`src/rtl/ql_bus_initiator_pkg.sv`:
```
// Shared definitions for the QL 68008 expansion-bus initiator: FSM states,
// default bus geometry, the abandon timeout and the idle level of the strobes.
package ql_bus_initiator_pkg;

  localparam int unsigned QL_ADDR_W      = 20;
  localparam int unsigned QL_DATA_W      = 8;
  localparam int unsigned QL_TIMEOUT_CYC = 64;

  // Negated level of asl/dsl/rdwl (all active low on the 68008 bus)
  localparam logic STROBE_IDLE = 1'b1;

  typedef enum logic [3:0] {
    ST_IDLE,
    ST_ADDR,
    ST_ASRT,
    ST_DSW,
    ST_WAIT,
    ST_LATCH,
    ST_REL,
    ST_ABRT,
    ST_FIN
  } bus_state_e;

endpackage

```
`src/rtl/ql_bus_initiator_sync2.sv`:
```
// Two-flop synchronizer for an asynchronous active-low bus input; resets to
// the negated level so a held reset never looks like an acknowledge.
module ql_sync2 (
  input  logic clk,
  input  logic rstl,
  input  logic d,
  output logic q
);

  logic meta_q;
  logic sync_q;

  // NOTE: sequential state uses non-blocking assignments so both flops sample
  // the values from before the edge, giving two real stages instead of one.
  always_ff @(posedge clk or negedge rstl) begin
    if (!rstl) begin
      meta_q <= 1'b1;
      sync_q <= 1'b1;
    end else begin
      meta_q <= d;
      sync_q <= meta_q;
    end
  end

  assign q = sync_q;

endmodule

```
`src/rtl/ql_bus_initiator.sv`:
```
// Single-beat 8-bit master for the QL 68008 expansion bus: runs one AS/DS/RDW
// cycle per request, completing on DTACK or abandoning after a bounded wait.
module ql_bus_initiator
  import ql_bus_initiator_pkg::*;
#(
  parameter int unsigned ADDR_W      = QL_ADDR_W,
  parameter int unsigned DATA_W      = QL_DATA_W,
  parameter int unsigned TIMEOUT_CYC = QL_TIMEOUT_CYC
) (
  input  logic              clk,
  input  logic              rstl,
  input  logic              req,
  input  logic              req_we,
  input  logic [ADDR_W-1:0] req_addr,
  input  logic [DATA_W-1:0] req_wdata,
  output logic              busy,
  output logic              done,
  output logic              timeout,
  output logic [DATA_W-1:0] rdata,
  output logic [ADDR_W-1:0] address,
  output logic [DATA_W-1:0] data_out,
  output logic              data_oe,
  input  logic [DATA_W-1:0] data_in,
  output logic              asl,
  output logic              dsl,
  output logic              rdwl,
  input  logic              dtackl
);

  localparam int unsigned      CNT_W    = $clog2(TIMEOUT_CYC);
  localparam logic [CNT_W-1:0] CNT_LAST = CNT_W'(TIMEOUT_CYC - 1);
  localparam logic [CNT_W-1:0] CNT_MAX  = '1;

  bus_state_e        state_q, state_d;
  logic [CNT_W-1:0]  cnt_q, cnt_d;
  logic              we_q, we_d;
  logic              tmo_q, tmo_d;
  logic [ADDR_W-1:0] addr_q, addr_d;
  logic [DATA_W-1:0] wdata_q, wdata_d;
  logic [DATA_W-1:0] rdata_q, rdata_d;
  logic              asl_q, asl_d, dsl_q, dsl_d, rdwl_q, rdwl_d;
  logic              oe_q, oe_d, busy_q, busy_d, done_q, done_d, timeout_q, timeout_d;
  logic              dtk_s;
  logic              cnt_last;

  ql_sync2 u_dtk_sync (
    .clk  (clk),
    .rstl (rstl),
    .d    (dtackl),
    .q    (dtk_s)
  );

  assign cnt_last = (cnt_q == CNT_LAST);

  always_ff @(posedge clk or negedge rstl) begin
    if (!rstl) begin
      state_q   <= ST_IDLE;
      cnt_q     <= '0;
      we_q      <= 1'b0;
      tmo_q     <= 1'b0;
      addr_q    <= '0;
      wdata_q   <= '0;
      rdata_q   <= '0;
      asl_q     <= STROBE_IDLE;
      dsl_q     <= STROBE_IDLE;
      rdwl_q    <= STROBE_IDLE;
      oe_q      <= 1'b0;
      busy_q    <= 1'b0;
      done_q    <= 1'b0;
      timeout_q <= 1'b0;
    end else begin
      state_q   <= state_d;
      cnt_q     <= cnt_d;
      we_q      <= we_d;
      tmo_q     <= tmo_d;
      addr_q    <= addr_d;
      wdata_q   <= wdata_d;
      rdata_q   <= rdata_d;
      asl_q     <= asl_d;
      dsl_q     <= dsl_d;
      rdwl_q    <= rdwl_d;
      oe_q      <= oe_d;
      busy_q    <= busy_d;
      done_q    <= done_d;
      timeout_q <= timeout_d;
    end
  end

  // NOTE: every combinational output gets a default before the case, so no
  // path leaves it unassigned and no latch is inferred.
  always_comb begin
    state_d = state_q;
    unique case (state_q)
      ST_IDLE:  if (req) state_d = ST_ADDR;
      ST_ADDR:  state_d = ST_ASRT;
      ST_ASRT:  state_d = we_q ? ST_DSW : ST_WAIT;
      ST_DSW:   state_d = ST_WAIT;
      ST_WAIT: begin
        if (!dtk_s)        state_d = ST_LATCH;
        else if (cnt_last) state_d = ST_ABRT;
      end
      ST_LATCH: state_d = ST_REL;
      ST_REL:   if (dtk_s || cnt_last) state_d = ST_FIN;
      ST_ABRT:  state_d = ST_FIN;
      ST_FIN:   state_d = ST_IDLE;
      default:  state_d = ST_IDLE;
    endcase
  end

  // Bus outputs are registered from the next state so each pin is stable for
  // the whole cycle of the state that owns it.
  always_comb begin
    addr_d  = addr_q;
    wdata_d = wdata_q;
    we_d    = we_q;
    rdata_d = rdata_q;
    tmo_d   = tmo_q;
    cnt_d   = '0;

    if (state_q == ST_IDLE && req) begin
      addr_d  = req_addr;
      wdata_d = req_wdata;
      we_d    = req_we;
      tmo_d   = 1'b0;
    end
    if (state_q == ST_WAIT || state_q == ST_REL)
      cnt_d = (cnt_q == CNT_MAX) ? cnt_q : cnt_q + CNT_W'(1);
    if (state_q == ST_LATCH && !we_q)
      rdata_d = data_in;
    // A release phase that runs out without DTACK negating still counts as abandoned
    if (state_d == ST_ABRT || (state_q == ST_REL && state_d == ST_FIN && !dtk_s))
      tmo_d = 1'b1;

    busy_d    = state_d inside {ST_ADDR, ST_ASRT, ST_DSW, ST_WAIT, ST_LATCH, ST_REL, ST_ABRT};
    asl_d     = !(state_d inside {ST_ASRT, ST_DSW, ST_WAIT});
    dsl_d     = !((state_d == ST_ASRT && !we_d) || state_d inside {ST_DSW, ST_WAIT});
    rdwl_d    = busy_d ? !we_d : STROBE_IDLE;
    oe_d      = busy_d && we_d;
    done_d    = (state_d == ST_FIN);
    timeout_d = (state_d == ST_FIN) && tmo_d;
  end

  assign busy     = busy_q;
  assign done     = done_q;
  assign timeout  = timeout_q;
  assign rdata    = rdata_q;
  assign address  = addr_q;
  assign data_out = wdata_q;
  assign data_oe  = oe_q;
  assign asl      = asl_q;
  assign dsl      = dsl_q;
  assign rdwl     = rdwl_q;

endmodule
```
`config.mk`:
```
export PLATFORM = sky130hd
export DESIGN_NAME = ql_bus_initiator
export DESIGN_NICKNAME = d
export VERILOG_FILES = /design/src/rtl/ql_bus_initiator_pkg.sv /design/src/rtl/ql_bus_initiator_sync2.sv /design/src/rtl/ql_bus_initiator.sv
export SDC_FILE = /design/constraint.sdc
export NUM_CORES = 1
export LEC_CHECK = 0
export BUFFER_PORTS_ARGS = -buffer_cell sky130_fd_sc_hd__clkbuf_2
export CORE_MARGIN = 1.5
export CORE_UTILIZATION = 40
export CTS_BUF_LIST = sky130_fd_sc_hd__clkbuf_8
export CTS_CLUSTER_DIAMETER = 80
export CTS_CLUSTER_SIZE = 20
export DETAILED_ROUTE_END_ITERATION = 16
export GPL_TIMING_DRIVEN = 1
export PLACE_DENSITY = 0.63
export SLEW_MARGIN = 15
export SYNTH_ARGS = -nofsm -noshare
export SYNTH_HDL_FRONTEND = slang
export SYNTH_SLANG_ARGS = --single-unit
```
`constraint.sdc`:
```
create_clock -name clk -period 1.9 [get_ports clk]
set_input_delay 0.19 -clock clk [delete_from_list [all_inputs] [get_ports clk]]
set_output_delay 0.19 -clock clk [all_outputs]
set_load 0.1 [all_outputs]
```
==> impl_metrics.env, run 1 <==
export IMPL_synth_area_top_cells="dfrtp_1, mux2_2, dfstp_2"
export IMPL_drt_iter0_drc=73
export IMPL_synthCells=182
export IMPL_r2r_start="cnt_q[0]"
export IMPL_synth_edff_count=0
export IMPL_finalCritPeriodShare=0.8761
export IMPL_antennaDiodeCount=0
export IMPL_cts_sinks=57
export IMPL_async_reset_ff_frac=1.000
export IMPL_synth_top_family_by_area="multiplexers"
export IMPL_synth_simple_area_share=0.1059
export IMPL_synth_compound_area_frac=0.07027
export IMPL_first_pass_iters=4
export IMPL_num_vias=1701
export IMPL_relSlewSlack=0.6324
export IMPL_ctsLongestPathBuffers=2
export IMPL_critPathMaxFanout=6
export IMPL_synthMuxAreaShare=0.1783
export IMPL_wirelength_um=4827
export IMPL_tightestPinTransition_ns=0.5538
export IMPL_routed_via_density=4.832
export IMPL_r2r_slack_ns=0.24
export IMPL_synth_area_per_cell_um2=13.11
export IMPL_ant_nets=0
export IMPL_min_to="rdata[0]"
export IMPL_clk_latency_ns=0.32
export IMPL_synthesis_area_um2=2386
export IMPL_seq_area_frac_synth=0.6004
export IMPL_synth_most_common_cell="dfrtp_1"
export IMPL_outcome="finished, final reports clean"
export IMPL_ys_ff_latch=57
export IMPL_n_fill_cell=488
export IMPL_reg2reg_depth=6
export IMPL_die_x_um=80.24
export IMPL_pin_count=84
export IMPL_maxSlewViolCount=0
export IMPL_cp_data_arrival_time_ns=1.90
export IMPL_cts_root_buf="clkbuf_8"
export IMPL_critPathKind="register to register"
export IMPL_grt_pass1_wl_um=8128
export IMPL_coreArea_um2=5642
export IMPL_initial_core_util=0.4229
export IMPL_hpwl_um=3450
export IMPL_rows=27
export IMPL_cts_made_buffers=9
export IMPL_min_period_ns=1.665
export IMPL_dieArea_um2=6438
export IMPL_clk_pin_slew_ns=0.07
export IMPL_grt_pass1_vias=1795
export IMPL_worst_hold_path_num_cells=2
export IMPL_nets=317
export IMPL_route_detailed_drc=0
export IMPL_syn2layout_area_growth_pct=33.19
export IMPL_final_hold_viol_count=0
export IMPL_ys_warn_count=0
export IMPL_synth_largest_area_cell="dfrtp_1"
export IMPL_synth_main_ff_cell="dfrtp_1"
export IMPL_max_freq_mhz=600.8
export IMPL_gp_congestion=0.7854
export IMPL_die_h_um=80.24
export IMPL_grt_max_degree=58
export IMPL_htree_num_levels=3
export IMPL_post_cts_resized=0
export IMPL_grtUsageTotal=0.1702
export IMPL_cts_tree="yes"
export IMPL_synth_top_cell_area_share=0.5454
export IMPL_min_path_type="input pin to register"
export IMPL_drive_above_1_share=0.5464
export IMPL_synth_cells_most_frequent="dfrtp_1, mux2_2, a21oi_1"
export IMPL_r2r_end="asl"
export IMPL_finalSetupTns_ns=0
export IMPL_critPathLaunchType="register"
export IMPL_multi_input_area_um2=884.6
export IMPL_regArea_um2=1433
export IMPL_synth_distinct_cells=41
export IMPL_portBuffers=83
export IMPL_fin_skew_ns=0.006847
export IMPL_synth_fa_ha_area_frac=0.005244
export IMPL_rsz0062_at_grt="no"
export IMPL_globalRoute_totalOverflow=0
export IMPL_synth_fp_nets=224
export IMPL_setup_violations=0
export IMPL_routedWlPerCell_um=13.71
export IMPL_antenna_found_initial=0
export IMPL_synth_xor_area_frac=0.01101
export IMPL_hold_start="data_in[0]"
export IMPL_cap_violations=0
export IMPL_critPathRequiredTime_ns=2.14
export IMPL_end_kind="register"
-- worst max path at each step --
stage             start    to  slack (ns)  cells past startpoint
6_report       cnt_q[0]   asl        0.24                      6
5_1_grt        cnt_q[0]   asl        0.08                      6
4_1_cts        cnt_q[0]   asl        0.23                      6
3_5_place_dp   cnt_q[0]  rdwl        0.26                      6
3_3_place_gp   cnt_q[0]  rdwl        0.29                      6
2_1_floorplan  cnt_q[0]  rdwl        0.26                      7
-- worst max-delay path, cell delays in order, from the launching register on --
cell      delay, ns
dfrtp_1        0.40
ha_1           0.23
and2_1         0.22
a21oi_1        0.24
a211oi_4       0.07
nor4b_1        0.30
o21bai_1       0.12
-- kinds of logic after synthesis --
| group | Yosys count |
|---|---|
| flops | 57 |
| xor+xnor | 3 |
| buf+inv | 12 |
| fa+ha+maj | 1 |
| simple gates | 46 |
| mux | 38 |
| compound gates | 25 |
-- flip-flops by register name (all words and copies together) (netlist names), 4 cells and up --
register,flops
address,20
state_q,4
rdata,8
cnt_q,6
data_out,8
-- stage by stage --
stage,util,hold WS (ns),worst slack [ns],instance area (um^2),std cells
2_1_floorplan,-,-0.1056,0.2636,2386,182
3_3_place_gp,0.5147,0.2219,0.2882,2904,334
3_5_place_dp,0.5147,0.2204,0.2616,2904,334
4_1_cts,0.5633,0.07063,0.2321,3178,352
5_1_grt,0.5633,0.08158,0.07897,3178,352
6_report,0.5633,0.08850,0.2354,3178,352
-- layer usage --
metal / wire (um) / GRT usage
met1: 2065 / 0.1993
met3: 309 / 0.04773
met5: 0 / 0
met4: 68 / 0.09828
met2: 2384 / 0.2782
-- timing repair --
| action | CTS | global route |
|---|---|---|
| buffers inserted | 0 | 0 |
| hold endpoints to repair | 53 | 0 |
| endpoints found under the setup margin | 0 | 0 |
| hold buffers | 2 | 0 |
-- placed cells by master (no fill, tap or decap), types with 3 or more instances in the layout --
master,synthesis,layout
nor3_1,6,6
nand2_1,9,9
a21oi_1,11,11
dfrtp_1,52,52
nor2_1,10,10
mux2_2,36,36
nor2b_1,4,4
dfstp_2,5,5
clkbuf_8,0,11
clkbuf_2,1,83
buf_4,3,4
o21ai_0,4,4
bufinv_16,0,3
inv_1,3,4
-- cell type report --
type	instances	area share
Inverter	3	0.003543
Clock buffer	11	0.04764
Sequential cell	57	0.4508
Tap cell	72	0.02835
Clock inverter	5	0.03228
Multi-Input combinational cell	113	0.2783
Timing Repair Buffer	91	0.1591
Power of run 1 is not shown: default switching activity piles up to over one toggle a cycle in this logic, so the estimate is an artifact.
==> run 2, diff against run 1 <==
CTS_CLUSTER_SIZE = 30   (was 20)
clock period = 1.6 ns   (was 1.9 ns; I/O delays follow)
==> run 2 against run 1 <==
Fmax up 5.5%. Global-route usage shrank 0.65 points. Count of clock-buffer cells in the layout rose by 2. Critical path depth unchanged. Utilization increased by 0.51 points. Worst setup slack got worse by 0.21 ns. Final cell count rose by 2.6%. Die area is the same. Hold slack got worse by 0.030 ns. Critical path type unchanged. Largest cell class unchanged.
==> impl_metrics.env, run 2 (synthesized netlist as in run 1, its figures left out) <==
export IMPL_outcome="finished, final reports clean"
export IMPL_post_dp_cell_area_um2=2959
export IMPL_ant_nets=0
export IMPL_r2r_end="dsl"
export IMPL_critPathRequiredTime_ns=1.87
export IMPL_max_freq_mhz=633.8
export IMPL_cts_sinks=57
export IMPL_setup_violations=0
export IMPL_die_x_um=80.24
export IMPL_cts_made_buffers=9
export IMPL_coreArea_um2=5642
export IMPL_finalCritPeriodShare=0.9861
export IMPL_clk_pin_slew_ns=0.06
export IMPL_min_to="address[11]"
export IMPL_regArea_um2=1433
export IMPL_stdcell_count=361
export IMPL_first_pass_iters=4
export IMPL_r2r_start="cnt_q[1]"
export IMPL_drt_iter0_drc=50
export IMPL_critPathKind="register to register"
export IMPL_routed_via_density=4.850
export IMPL_critPathMaxFanout=6
export IMPL_dieArea_um2=6438
export IMPL_drive_above_1_share=0.5779
export IMPL_design_area_um2=3207
export IMPL_fin_skew_ns=0.004399
export IMPL_nets=326
export IMPL_wirelength_um=4816
export IMPL_antennaDiodeCount=0
export IMPL_maxSlewViolCount=0
export IMPL_antenna_found_initial=0
export IMPL_rows=27
export IMPL_grt_pass1_wl_um=7741
export IMPL_end_kind="register"
export IMPL_grtUsageTotal=0.1638
export IMPL_relSlewSlack=0.6344
export IMPL_place_inst=341
export IMPL_reg2reg_depth=6
export IMPL_min_period_ns=1.578
export IMPL_final_cell_mix="clkbuf_2, dfrtp_1, mux2_2"
export IMPL_hpwl_um=3356
export IMPL_num_vias=1751
export IMPL_cap_violations=0
export IMPL_final_common_cell="clkbuf_2"
export IMPL_ctsLongestPathBuffers=2
export IMPL_route_detailed_drc=0
export IMPL_r2r_slack_ns=0.02
export IMPL_n_fill_cell=494
export IMPL_grt_pass1_vias=1742
export IMPL_final_hold_viol_count=0
export IMPL_portBuffers=83
export IMPL_critPathLaunchType="register"
export IMPL_htree_num_levels=3
export IMPL_routedWlPerCell_um=13.34
export IMPL_multi_input_area_um2=903.4
export IMPL_largest_reg_flops=20
export IMPL_min_path_type="input pin to register"
export IMPL_initial_core_util=0.4229
export IMPL_worst_hold_path_num_cells=2
export IMPL_hold_start="req_addr[11]"
export IMPL_pin_count=84
export IMPL_globalRoute_totalOverflow=0
export IMPL_tightestPinTransition_ns=0.5507
export IMPL_cts_root_buf="clkbuf_8"
export IMPL_cp_data_arrival_time_ns=1.84
export IMPL_clk_latency_ns=0.33
export IMPL_die_h_um=80.24
export IMPL_gp_congestion=0.7544
export IMPL_syn2layout_area_growth_pct=34.40
export IMPL_cts_tree="yes"
export IMPL_grt_max_degree=58
==> run 2: changes by cell type in the layout (fill, tap and decap cells not counted), sizes merged <==
| cell | before | now |
|---|---|---|
| buf | 6 | 15 |
| bufinv | 3 | 0 |
| clkbuf | 94 | 96 |
| clkinv | 1 | 2 |
==> run 2: worst max-delay path, stage by stage, from the launching register on <==
cell and delay (ns):
dfrtp_1 0.39, ha_2 0.21, and2_4 0.18, and2_4 0.16, a211oi_4 0.32, o22ai_1 0.15, nand3b_1 0.11
==> run 2: timing repair <==
item | 4_1_cts | 5_1_grt
gates resized for setup | 0 | 5
setup endpoints to repair | 0 | 5
buffers inserted | 0 | 2
hold endpoints to repair | 53 | 0
hold buffers | 2 | 0
==> run 2: per-stage QoR <==
step | setup WS [ns] | util | hold slack [ns] | TNS, ns
2_1_floorplan | 0.03136 | - | -0.1356 | 0
3_3_place_gp | 0.07524 | 0.5245 | 0.1875 | 0
3_5_place_dp | 0.04342 | 0.5245 | 0.1860 | 0
4_1_cts | 0.01067 | 0.5622 | 0.03638 | 0
5_1_grt | -0.03133 | 0.5684 | 0.03725 | -0.1132
6_report | 0.02230 | 0.5684 | 0.05892 | 0
==> run 2: area by class of cell <==
type / instances / share of cell area
Sequential cell: 57 / 0.4467
Tap cell: 72 / 0.02809
Clock buffer: 13 / 0.05579
Inverter: 3 / 0.003512
Timing Repair Buffer: 100 / 0.1799
Clock inverter: 3 / 0.004292
Multi-Input combinational cell: 113 / 0.2817
==> run 2: worst max path at each step <==
stage / start / to / slack (ns) / depth (start not counted)
after floorplan: cnt_q[0] / rdwl / 0.03 / 7
after global routing: cnt_q[1] / asl / -0.03 / 6
after detailed placement: cnt_q[1] / asl / 0.04 / 6
after global placement: cnt_q[1] / asl / 0.08 / 6
after CTS: cnt_q[1] / asl / 0.01 / 6
final: cnt_q[1] / dsl / 0.02 / 6
==> run 2: layer usage <==
layer	wire length [um]	part of all wire	global-route usage	vias up
met5	0	0	0	-
met4	76	0.016	0.07241	0
met3	350	0.073	0.07727	7
met2	2306	0.48	0.2538	62
met1	2082	0.43	0.1930	847
li1	-	-	-	835
Power of run 2 is left out for the same reason.
==> run 3, diff against run 2 <==
CTS_CLUSTER_SIZE = default   (was 30)
PLACE_DENSITY = 0.64   (was 0.63)
SYNTH_HIERARCHICAL = 1   (was default)
==> run 3 against run 2 <==
Non-clock buffer count increased by 6. Global-route usage increased by 0.18 points. Largest cell class unchanged. Fmax increased by 0.34%. Area after synthesis decreased by 2.8%. Worst setup slack improved by 0.0054 ns. Critical path depth decreased by 1.
==> impl_metrics.env, run 3 <==
export IMPL_outcome="finished, final reports clean"
export IMPL_cts_tree="yes"
export IMPL_routedWlPerCell_um=13.35
export IMPL_finalCritPeriodShare=0.9827
export IMPL_n_fill_cell=501
export IMPL_final_hold_viol_count=0
export IMPL_drive_above_1_share=0.6007
export IMPL_ys_warn_count=6
export IMPL_clk_latency_ns=0.32
export IMPL_synth_top_cell_area_share=0.5609
export IMPL_critPathRequiredTime_ns=1.80
export IMPL_largest_reg_flops=20
export IMPL_min_period_ns=1.572
export IMPL_die_h_um=79.16
export IMPL_synth_edff_count=0
export IMPL_cts_setup_buffers=0
export IMPL_grt_pass1_wl_um=7955
export IMPL_maxSlewViolCount=0
export IMPL_cp_data_arrival_time_ns=1.77
export IMPL_gp_congestion=0.7671
export IMPL_synth_largest_area_cell="dfrtp_1"
export IMPL_ctsLongestPathBuffers=2
export IMPL_seq_area_frac_synth=0.6176
export IMPL_max_freq_mhz=636.0
export IMPL_portBuffers=83
export IMPL_synth_most_common_cell="dfrtp_1"
export IMPL_setup_violations=0
export IMPL_async_reset_ff_frac=1.000
export IMPL_min_path_type="input pin to register"
export IMPL_synth_fp_nets=210
export IMPL_post_dp_cell_area_um2=2952
export IMPL_ys_ff_latch=57
export IMPL_cts_sinks=57
export IMPL_synth_distinct_cells=37
export IMPL_syn2layout_area_growth_pct=37.92
export IMPL_final_cell_mix="clkbuf_2, dfrtp_1, mux2_2"
export IMPL_hpwl_um=3429
export IMPL_synth_cells_most_frequent="dfrtp_1, mux2_2, nor2_1"
export IMPL_synth_area_per_cell_um2=13.81
export IMPL_critPathKind="register to register"
export IMPL_die_x_um=79.16
export IMPL_htree_num_levels=3
export IMPL_tightestPinTransition_ns=0.5584
export IMPL_synthesis_area_um2=2320
export IMPL_critPathMaxFanout=5
export IMPL_grt_max_degree=58
export IMPL_coreArea_um2=5540
export IMPL_clk_pin_slew_ns=0.06
export IMPL_relSlewSlack=0.6293
export IMPL_rows=27
export IMPL_design_area_um2=3199
export IMPL_globalRoute_totalOverflow=0
export IMPL_route_detailed_drc=0
export IMPL_synth_main_ff_cell="dfrtp_1"
export IMPL_drt_iter0_drc=96
export IMPL_fin_skew_ns=0.006773
export IMPL_synth_area_top_cells="dfrtp_1, mux2_2, dfstp_2"
export IMPL_pin_count=84
export IMPL_grt_pass1_vias=1780
export IMPL_dieArea_um2=6266
export IMPL_routed_via_density=4.865
export IMPL_antenna_found_initial=0
export IMPL_cts_root_buf="clkbuf_8"
export IMPL_ant_nets=0
export IMPL_wirelength_um=4740
export IMPL_final_common_cell="clkbuf_2"
export IMPL_initial_core_util=0.4187
export IMPL_cap_violations=0
export IMPL_grtUsageTotal=0.1656
export IMPL_num_vias=1727
export IMPL_antennaDiodeCount=0
export IMPL_synthCells=168
export IMPL_end_kind="register"
export IMPL_first_pass_iters=4
export IMPL_critPathLaunchType="register"
export IMPL_nets=320
export IMPL_cts_made_buffers=9
export IMPL_rsz0062_at_grt="yes"
[run 3: changes by cell type in the layout (fill, tap and decap cells not counted), sizes merged, moves of 3 or more]
cell / previous run / this run
a21oi: 11 / 7
buf: 15 / 21
nand2: 10 / 4
nor2: 12 / 9
clkbuf: 96 / 93
[run 3: area by class of cell]
type | instances | area (um^2) | area share
well taps | 72 | 90.09 | 0.02816
multi-input cells | 101 | 862.1 | 0.2695
repair buffers | 106 | 613.1 | 0.1916
clock buffers | 10 | 137.6 | 0.04302
flip-flops and latches | 57 | 1434 | 0.4482
clock inverters | 6 | 51.30 | 0.01603
inverters | 3 | 11.26 | 0.003520
[run 3: routing by layer]
layer	share of wire	vias up	global-route usage
met5	0	-	0
met4	0.010	0	0.08246
met3	0.080	6	0.05057
met2	0.48	65	0.2726
met1	0.43	838	0.1957
li1	-	818	-
[run 3: path summary, 6_finish.rpt]
check,slack (ns),depth (start not counted),startpoint,to
setup / recovery,0.03,5,cnt_q[0],state_q[0]
hold / removal,0.07,2,req_addr[12],address[12]
setup reg to reg,0.03,5,cnt_q[0],state_q[0]
hold reg to reg,0.36,0,u_dtk_sync/meta_q,u_dtk_sync/q
max in group asynchronous,0.93,3,rstl,u_dtk_sync/meta_q
min in group asynchronous,0.38,3,rstl,address[13]
[run 3: cell families after synthesis]
| group | after synthesis | synth area share |
|---|---|---|
| xor+xnor | 3 | 0.01133 |
| simple gates | 37 | 0.09438 |
| mux | 38 | 0.1839 |
| fa+ha+maj | 1 | 0.005393 |
| flops | 57 | 0.6176 |
| buf+inv | 10 | 0.02373 |
| compound gates | 22 | 0.06365 |
[run 3: per-stage QoR]
stage	setup WS [ns]	cells	hold WS (ns)	util	setup TNS, ns
final	0.02768	355	0.06748	0.5775	0
after global routing	-0.02457	355	0.05895	0.5775	-0.06803
after CTS	0.02172	355	0.04974	0.5720	0
after detailed placement	-0.04367	337	0.1868	0.5327	-0.07520
after global placement	-0.01782	337	0.1924	0.5327	-0.01782
after floorplan	0.01454	168	-0.1356	-	0
[run 3: repair_timing]
| item | CTS | global route |
|---|---|---|
| hold endpoints to repair | 53 | 0 |
| pin swaps | 0 | 0 |
| gates cloned | 0 | 0 |
| hold buffers | 2 | 0 |
| gates resized for setup | 4 | 9 |
| setup endpoints to repair | 5 | 34 |
[run 3: worst max-delay path: stages (launching register included)]
cell      delay, ns
dfrtp_1        0.38
ha_1           0.21
and3_2         0.25
a21boi_2       0.21
nor2b_1        0.08
o311a_1        0.34
Power of run 3 is left out for the same reason.
